[src/rtl/camera_frame_gen.sv]
// OV7670-style camera emulator: drives vsync/href/data on pclk with RGB565 test patterns,
// two bytes per pixel, high byte first.
module camera_frame_gen #(
    parameter int H_ACTIVE   = 160,
    parameter int V_ACTIVE   = 120,
    parameter int VSYNC_CYC  = 3,
    parameter int VBACK_CYC  = 2,
    parameter int HBLANK_CYC = 4,
    parameter int VFRONT_CYC = 8
) (
    input  logic        pclk,
    input  logic        rst,
    input  logic        enable,
    input  logic [1:0]  pattern_sel,
    input  logic [15:0] color_in,
    output logic        vsync,
    output logic        href,
    output logic [7:0]  data,
    output logic        frame_done
);

    localparam int XW    = (H_ACTIVE > 1) ? $clog2(H_ACTIVE) : 1;
    localparam int YW    = (V_ACTIVE > 1) ? $clog2(V_ACTIVE) : 1;
    localparam int BAR_W = H_ACTIVE / 8;

    typedef enum logic [2:0] {
        S_IDLE,
        S_VSYNC,
        S_VBACK,
        S_LINE,
        S_HBLANK,
        S_VFRONT
    } state_t;

    state_t          state_q, state_d;
    logic [7:0]      timer_q, timer_d;
    logic [XW-1:0]   x_q, x_d;
    logic [YW-1:0]   y_q, y_d;
    logic            phase_q, phase_d;
    logic [XW-1:0]   bar_cnt_q, bar_cnt_d;
    logic [2:0]      bar_idx_q, bar_idx_d;
    logic [15:0]     pix_cnt_q, pix_cnt_d;
    logic [1:0]      pat_q, pat_d;
    logic [15:0]     color_q, color_d;
    logic            vsync_q, vsync_d;
    logic            href_q, href_d;
    logic [7:0]      data_q, data_d;
    logic            frame_done_q, frame_done_d;

    logic            enter_vsync;
    logic [15:0]     bar_rgb;
    logic [15:0]     pixel;

    always_comb begin
        bar_rgb = 16'h0000;
        case (bar_idx_q)
            3'd0: bar_rgb = 16'hFFFF;
            3'd1: bar_rgb = 16'hFFE0;
            3'd2: bar_rgb = 16'h07FF;
            3'd3: bar_rgb = 16'h07E0;
            3'd4: bar_rgb = 16'hF81F;
            3'd5: bar_rgb = 16'hF800;
            3'd6: bar_rgb = 16'h001F;
            default: bar_rgb = 16'h0000;
        endcase
    end

    // Checkerboard is evaluated on zero-extended coordinates so narrow x/y still work.
    always_comb begin
        pixel = color_q;
        case (pat_q)
            2'd0: pixel = color_q;
            2'd1: pixel = bar_rgb;
            2'd2: pixel = pix_cnt_q;
            default: pixel = (((32'(x_q) ^ 32'(y_q)) & 32'd8) != 32'd0) ? 16'hFFFF : 16'h0000;
        endcase
    end

    always_comb begin
        state_d      = state_q;
        timer_d      = timer_q;
        x_d          = x_q;
        y_d          = y_q;
        phase_d      = phase_q;
        bar_cnt_d    = bar_cnt_q;
        bar_idx_d    = bar_idx_q;
        pix_cnt_d    = pix_cnt_q;
        pat_d        = pat_q;
        color_d      = color_q;
        vsync_d      = 1'b0;
        href_d       = 1'b0;
        data_d       = 8'h00;
        frame_done_d = 1'b0;
        enter_vsync  = 1'b0;

        case (state_q)
            S_IDLE: begin
                if (enable) begin
                    state_d     = S_VSYNC;
                    enter_vsync = 1'b1;
                end
            end
            S_VSYNC: begin
                vsync_d = 1'b1;
                if (timer_q == 8'(VSYNC_CYC - 1)) begin
                    timer_d = 8'd0;
                    state_d = S_VBACK;
                end else begin
                    timer_d = timer_q + 8'd1;
                end
            end
            S_VBACK: begin
                if (timer_q == 8'(VBACK_CYC - 1)) begin
                    timer_d = 8'd0;
                    state_d = S_LINE;
                end else begin
                    timer_d = timer_q + 8'd1;
                end
            end
            S_LINE: begin
                href_d  = 1'b1;
                data_d  = phase_q ? pixel[7:0] : pixel[15:8];
                phase_d = ~phase_q;
                if (phase_q) begin
                    pix_cnt_d = pix_cnt_q + 16'd1;
                    if (x_q == XW'(H_ACTIVE - 1)) begin
                        x_d       = '0;
                        bar_cnt_d = '0;
                        bar_idx_d = 3'd0;
                        if (y_q == YW'(V_ACTIVE - 1)) begin
                            state_d = S_VFRONT;
                        end else begin
                            y_d     = y_q + 1'b1;
                            state_d = S_HBLANK;
                        end
                    end else begin
                        x_d = x_q + 1'b1;
                        if (bar_cnt_q == XW'(BAR_W - 1)) begin
                            bar_cnt_d = '0;
                            bar_idx_d = bar_idx_q + 3'd1;
                        end else begin
                            bar_cnt_d = bar_cnt_q + 1'b1;
                        end
                    end
                end
            end
            S_HBLANK: begin
                if (timer_q == 8'(HBLANK_CYC - 1)) begin
                    timer_d = 8'd0;
                    state_d = S_LINE;
                end else begin
                    timer_d = timer_q + 8'd1;
                end
            end
            S_VFRONT: begin
                frame_done_d = (timer_q == 8'd0);
                if (timer_q == 8'(VFRONT_CYC - 1)) begin
                    timer_d = 8'd0;
                    if (enable) begin
                        state_d     = S_VSYNC;
                        enter_vsync = 1'b1;
                    end else begin
                        state_d = S_IDLE;
                    end
                end else begin
                    timer_d = timer_q + 8'd1;
                end
            end
            default: begin
                state_d = S_IDLE;
                timer_d = 8'd0;
            end
        endcase

        // Frame settings are frozen here so mid-frame input changes cannot tear a frame.
        if (enter_vsync) begin
            pat_d     = pattern_sel;
            color_d   = color_in;
            x_d       = '0;
            y_d       = '0;
            phase_d   = 1'b0;
            bar_cnt_d = '0;
            bar_idx_d = 3'd0;
            pix_cnt_d = 16'd0;
        end
    end

    always_ff @(posedge pclk) begin
        if (!rst) begin
            state_q      <= S_IDLE;
            timer_q      <= 8'd0;
            x_q          <= '0;
            y_q          <= '0;
            phase_q      <= 1'b0;
            bar_cnt_q    <= '0;
            bar_idx_q    <= 3'd0;
            pix_cnt_q    <= 16'd0;
            pat_q        <= 2'd0;
            color_q      <= 16'd0;
            vsync_q      <= 1'b0;
            href_q       <= 1'b0;
            data_q       <= 8'h00;
            frame_done_q <= 1'b0;
        end else begin
            state_q      <= state_d;
            timer_q      <= timer_d;
            x_q          <= x_d;
            y_q          <= y_d;
            phase_q      <= phase_d;
            bar_cnt_q    <= bar_cnt_d;
            bar_idx_q    <= bar_idx_d;
            pix_cnt_q    <= pix_cnt_d;
            pat_q        <= pat_d;
            color_q      <= color_d;
            vsync_q      <= vsync_d;
            href_q       <= href_d;
            data_q       <= data_d;
            frame_done_q <= frame_done_d;
        end
    end

    assign vsync      = vsync_q;
    assign href       = href_q;
    assign data       = data_q;
    assign frame_done = frame_done_q;

endmodule
[config.mk]
export PLATFORM = sky130hd
export DESIGN_NAME = camera_frame_gen
export DESIGN_NICKNAME = d
export VERILOG_FILES = /design/src/rtl/camera_frame_gen.sv
export SDC_FILE = /design/constraint.sdc
export NUM_CORES = 1
export LEC_CHECK = 0
export ABC_AREA = 0
export CORE_ASPECT_RATIO = 2
export CORE_UTILIZATION = 31
export CTS_BUF_LIST = sky130_fd_sc_hd__clkbuf_8
export DETAILED_ROUTE_END_ITERATION = 8
export SYNTH_ARGS = -nofsm -noshare
export SYNTH_HDL_FRONTEND = slang
export SYNTH_SLANG_ARGS = --single-unit
[constraint.sdc]
create_clock -name pclk -period 5.72 [get_ports pclk]
set_input_delay 0.572 -clock pclk [delete_from_list [all_inputs] [get_ports pclk]]
set_output_delay 0.572 -clock pclk [all_outputs]
set_load 0.01 [all_outputs]
==> results of run 1 <==
worst reg2reg max path, cell delays in order, from the launching register on:
cell	delay, ps
dfxtp_1	690
nor2b_1	320
nand2_1	140
nor4_1	390
o21ai_2	70
buf_4	250
nand2_1	770
nor2_1	130
per-stage QoR:
stage / cells / worst slack, ps / cell area [um2] / hold slack (ps) / utilization, %
4_1_cts: 659 / 2820 / 4650 / 493 / 36.8
2_1_floorplan: 486 / 3710 / 4040 / 444 / -
3_5_place_dp: 643 / 2840 / 4460 / 480 / 35.3
3_3_place_gp: 643 / 2970 / 4460 / 465 / 35.3
5_1_grt: 659 / 2570 / 4650 / 531 / 36.8
6_report: 659 / 2820 / 4650 / 493 / 36.8
layer usage:
metal / wire (um) / track usage, % / vias to the layer above
li1: - / - / 1712
met1: 3560 / 15.7 / 1573
met2: 5100 / 27.5 / 60
met3: 295 / 3.13 / 16
met4: 293 / 7.52 / 0
met5: 0 / 0 / -
final timing paths:
kind,to,depth (start not counted),slack (ps)
hold / removal,x_q[1],2,490
setup / recovery,pix_cnt_q[7],7,2820
setup reg to reg,pix_cnt_q[7],7,2820
hold reg to reg,x_q[1],2,490
cell type report:
class                           count  area (um2)
Fill cell                        1310        7980
Clock buffer                       10         138
Clock inverter                      6        47.5
Inverter                           11        41.3
Timing Repair Buffer               34         333
Tap cell                          150         188
Sequential cell                    83        1660
Multi-Input combinational cell    365        2240
power by group:
| part | switching [mW] | leakage (nW) | internal [mW] |
|---|---|---|---|
| Sequential | 0.00949 | 0.672 | 0.588 |
| Combinational | 0.0574 | 0.919 | 0.0455 |
| Clock | 0.227 | 0.0933 | 0.173 |
flip-flops by register name, indices dropped and copies added (netlist names):
name,flops
phase_q,1
timer_q,8
bar_idx_q,3
frame_done,1
pat_q,2
state_q,3
href,1
x_q,8
vsync,1
data,8
color_q,16
pix_cnt_q,16
bar_cnt_q,8
y_q,7
kinds of logic after synthesis:
| kind of cell | after synthesis |
|---|---|
| compound gates | 82 |
| xor+xnor | 38 |
| fa+ha+maj | 13 |
| buf+inv | 38 |
| flops | 83 |
| mux | 27 |
| simple gates | 205 |
cells in the final DEF, fill, tap and decap left out, types with 3 or more instances in the layout:
master and n:
a21oi_1 37, a31oi_1 4, and3_1 5, buf_4 3
clkbuf_8 10, clkdlybuf4s50_1 31, dfxtp_1 83, ha_1 13
inv_1 11, mux2i_1 27, nand2_1 37, nand2b_1 12
nand3_1 15, nand4_1 14, nor2_1 84, nor2b_1 5
nor3_1 10, nor4_1 3, o21ai_0 16, o22ai_1 5
o311a_1 3, or3_1 5, xnor2_1 16, xor2_1 22
==> run metrics, run 1 <==
run status=complete, no violations; Yosys warnings=0; RSZ-0062 raised after global routing=no; Tightest Pin Transition=975 ps; CP startpoint kind=flip-flop; Die Wd=82.7 um; asr flop ratio synth=0%; Adder-Cell Fraction of Synth Area=slightly above 4%; CTS tree=built; Layout Skew=approximately 15 ps; Rows=58; Mapped Nets=520; max-slew violation count=0; DRT antenna net count=0; synth top area cells=dfxtp_1, nor2_1, mux2i_1, xor2_1, a21oi_1; Static Leak=~1.7 nW; Initial DRT Pass Iterations=4; Crit path max-delay family=simple AND/OR/NAND/NOR gates; fmax=0.345 GHz; Max-Cap Viols=0; hold wc startpoint=x_q[1]; Max Root-Sink Buffers=2; Post-Synth XOR/XNOR Area=slightly above 8%; routed vias=3,361; setup TNS=0 ps; EDFF count, synth=0; slowest CP cell=nand2_1; top-area cell type share of the netlist area=around 41%; global-route usage over all layers=about 15%; hold_buf cts=0; cell repeated most along the worst path=nand2_1; Tightest Hold Check Type=flip-flop to flip-flop; Seq cells post-synth=just over 80; root buf cell=clkbuf_8; peak supply drop=between 90 and 100 uV; Tot Pwr=between 1 and 1.5 mW; num ports=32; DR iter-0 viols=around 150; vias in the first global route=approximately 3,400; commonest cells in the netlist=nor2_1, dfxtp_1, a21oi_1, nand2_1, mux2i_1; Slew headroom=between 30% and 40%; Simple-Gate Fraction of Synth Area=around 24%; Final Cycle Share=50.7%; Syn Area/Cell=between 8 and 9 um2; Crit. Startpoint=state_q[0]; area growth from synthesis to layout=15.0%; CP Data Required Time=a little under 6000 ps; total CTS buffers=9; Compound-Gate Fraction of Synth Area=roughly an eighth; CP Data Arrival Time=approximately 3100 ps; Min Clock Period, post-route=between 2000 and 3000 ps; largest net degree at the start of global routing=31; layout cells sized above 1=~4.7%; Post-Syn Area=0.00404 mm2; critical path, cell by cell=nor2b_1 > nand2_1 > nor4_1 > o21ai_2 > buf_4 > nand2_1 > nor2_1; Crit. End Element=flip-flop; largest family of logic cells by synthesized area=simple AND/OR/NAND/NOR gates; first-pass GRT wire length=15,600 um; post-DP HPWL=just under 7000 um; RR Startpoint=state_q[0]; initial antenna violation count=0; CTS Sinks=83; ys flop type=dfxtp_1; post_cts resized=0; GP Congestion=about 0.86; post-synth cell types=48; worst skew pair latency=360 ps; WL/cell=roughly 14 um; WS Path Type=flip-flop to flip-flop; crit path buf inv count=1; Die H=about 160 um; initial core utilization=approximately 32%; Final setup viols=0; CTS clk-pin slew, worst paths=~90 ps; Hold Vio Cnt, Final=0; cell taking the most area after synthesis=dfxtp_1; Power Density=around 240 mW/mm2; Remaining DRCs=0; die footprint=approximately 0.014 mm2; setup bufs post-CTS=0; H-Tree Depth=3; final WL=9250 um; Core ar.=around 0.013 mm2; register area share after synthesis=between 40% and 50%; CP max stage delay=760 ps; Max Fanout on Critical Path=30; most frequent cell after synthesis=nor2_1; final antenna diode count=0; port bufs=31; Post-Synthesis Cells=roughly 500; Net count, final=around 540; total grt overflow=0; mux contribution to synthesized area=under 10%; vias per std cell=~5
Note: power is estimated with default switching activity, not from simulation.
==> run 2, diff against run 1 <==
- clock period: 5.72 -> 3 ns (I/O delays scaled with it)
==> run metrics, run 2 (synthesis gave the netlist of run 1 again) <==
run status=complete, no violations; Net count, final=545 (+1.3%); largest net degree at the start of global routing=28 (-9.7%); worst hold slack=475 ps (-18.0 ps); worst skew pair latency=360 ps (about the same); Initial DRT Pass Iterations=4 (unchanged); DR iter-0 viols=165 (+8.6%); root buf cell=clkbuf_8; Rows=58 (unchanged); Tot Pwr=2.19 mW (+99%); Crit path max-delay family=simple AND/OR/NAND/NOR gates; Core ar.=0.0126 mm2 (unchanged); Crit. End Element=flip-flop; post_cts resized=0 (unchanged); port bufs=31 (unchanged); CP Data Arrival Time=2780 ps (-340 ps); Hold Vio Cnt, Final=0 (unchanged); WHS Endpoint=bar_cnt_q[1]; most frequent cells in the layout=nor2_1, dfxtp_1, nand2_1, a21oi_1, clkdlybuf4s50_1; reg2reg path depth=7 (unchanged); GP Congestion=0.784 (-8.4%); hold_buf cts=0 (unchanged); num ports=32 (unchanged); initial core utilization=32.0% (unchanged); hold wc startpoint=bar_cnt_q[1]; Top Registers=color_q: 16 flops, pix_cnt_q: 16 flops; vias in the first global route=3,333 (-0.57%); CP startpoint kind=flip-flop; WS Path Type=flip-flop to flip-flop; initial antenna violation count=0 (unchanged); max-slew violation count=0 (unchanged); Cell Count, Final, Fillers Out=666 (+1.1%); post-DP HPWL=7090 um (+4.1%); Static Leak=1.73 nW (+3.0%); CP Data Required Time=3230 ps (-2710 ps); Max Root-Sink Buffers=2 (unchanged); Comb power frac=9.1% (-0.2 points); Final Cycle Share=84.7% (+34 points); sequential share of power=52.1% (-2.2 points); slowest CP cell=dfxtp_1; final WL=9230 um (-0.24%); CTS clk-pin slew, worst paths=90 ps (about the same); vias per std cell=5.06 (-0.84%); crit path buf inv count=1 (unchanged); CTS tree=built; Placement Cell Area=0.00453 mm2 (+1.5%); Tightest Pin Transition=704 ps (-271 ps); CTS Sinks=83 (unchanged); Power Density=463 mW/mm2 (+95%); r2r setup slk=460 ps (-2360 ps); area growth from synthesis to layout=17.2%; Max Fanout on Critical Path=19 (-37%); Hold Crit Depth=2 (unchanged); RSZ-0062 raised after global routing=no; critical path, cell by cell=nor2b_1 > nand2_1 > nor4_1 > o21ai_2 > buf_4 > nand3_1 > nor2_1; RR Endpoint=bar_cnt_q[2]; routed vias=3,368 (+0.21%); commonest non-fill, non-tap cell in the layout=nor2_1; peak supply drop=305 uV (+210%); RR Startpoint=state_q[0]; Layout Skew=15.8 ps (+0.521 ps); Final setup viols=0 (unchanged); switching power total=563 uW (+91%); H-Tree Depth=3 (unchanged); Remaining DRCs=0 (unchanged); Min Clock Period, post-route=2540 ps (-361 ps); WL/cell=13.9 um (-1.3%); Slew headroom=53.0% (+18 points); P_int=1.63 mW (+100%); post-layout util=37.5% (+0.71 points); first-pass GRT wire length=15,400 um (-1.2%); global-route usage over all layers=15.1% (-0.042 points); DRT antenna net count=0 (unchanged); Max-Cap Viols=0 (unchanged); layout cells sized above 1=6.01% (+1.3 points); Die H=163 um (unchanged); Clock Power Share=38.8% (+2.4 points); total grt overflow=0 (unchanged); Tightest Hold Check Type=flip-flop to flip-flop; setup TNS=0 ps (unchanged); Die Wd=82.7 um (unchanged); Design Area, Final=0.00474 mm2 (+1.9%); CP max stage delay=680 ps (-80 ps); die footprint=0.0135 mm2 (unchanged); setup bufs post-CTS=0 (unchanged); placed cells=650 (+1.1%); fmax=0.394 GHz (+14%); switching portion of total power=25.7% (-1.0 points); total CTS buffers=9 (unchanged); final worst slack=459 ps (-2360 ps); Place WS=460 ps (-2380 ps); final antenna diode count=0 (unchanged)
-- run 2: changes by cell type in the layout (fill, tap and decap cells not counted), sizes merged --
cell	before	now
buf	3	10
inv	13	12
bufinv	0	1
-- run 2: area by class of cell --
type | instances | area (um2)
fill | 1313 | 7890
multi-input combinational | 365 | 2240
sequential | 83 | 1660
timing repair buffer | 41 | 398
tap | 150 | 188
clock buffer | 10 | 138
clock inverter | 6 | 72.6
inverter | 11 | 41.3
-- run 2: worst register-to-register path, cell delays in order (launching register included) --
cell and delay, ps:
dfxtp_1 680, nor2b_1 300, nand2_1 140, nor4_1 360
o21ai_2 250, buf_4 290, nand3_1 310, nor2_1 90
-- run 2: metal layers --
layer | global-route usage [%] | wire [um] | vias up
li1 | - | - | 1730
met4 | 7.29 | 296 | 0
met2 | 29.1 | 5240 | 47
met3 | 3.02 | 199 | 18
met5 | 0 | 0 | -
met1 | 14.2 | 3500 | 1573
-- run 2: worst max-delay path by stage --
| stage | from | end | slack (ps) | depth (start not counted) |
|---|---|---|---|---|
| 3_3_place_gp | state_q[0] | x_q[0] | 590 | 7 |
| 4_1_cts | state_q[0] | bar_idx_q[1] | 450 | 7 |
| 5_1_grt | state_q[0] | bar_idx_q[1] | 240 | 7 |
| 6_report | state_q[0] | bar_cnt_q[2] | 460 | 7 |
| 2_1_floorplan | timer_q[3] | state_q[0] | 990 | 6 |
| 3_5_place_dp | state_q[0] | bar_idx_q[1] | 460 | 7 |
-- run 2: power by group through the flow --
stage          registers, mW  logic [mW]  clock network (mW)
2_1_floorplan           1.16       0.139                   0
3_3_place_gp            1.17       0.199                   0
3_5_place_dp            1.17       0.202                   0
4_1_cts                 1.14       0.203               0.875
5_1_grt                 1.14       0.221               0.925
6_report                1.14       0.200               0.850
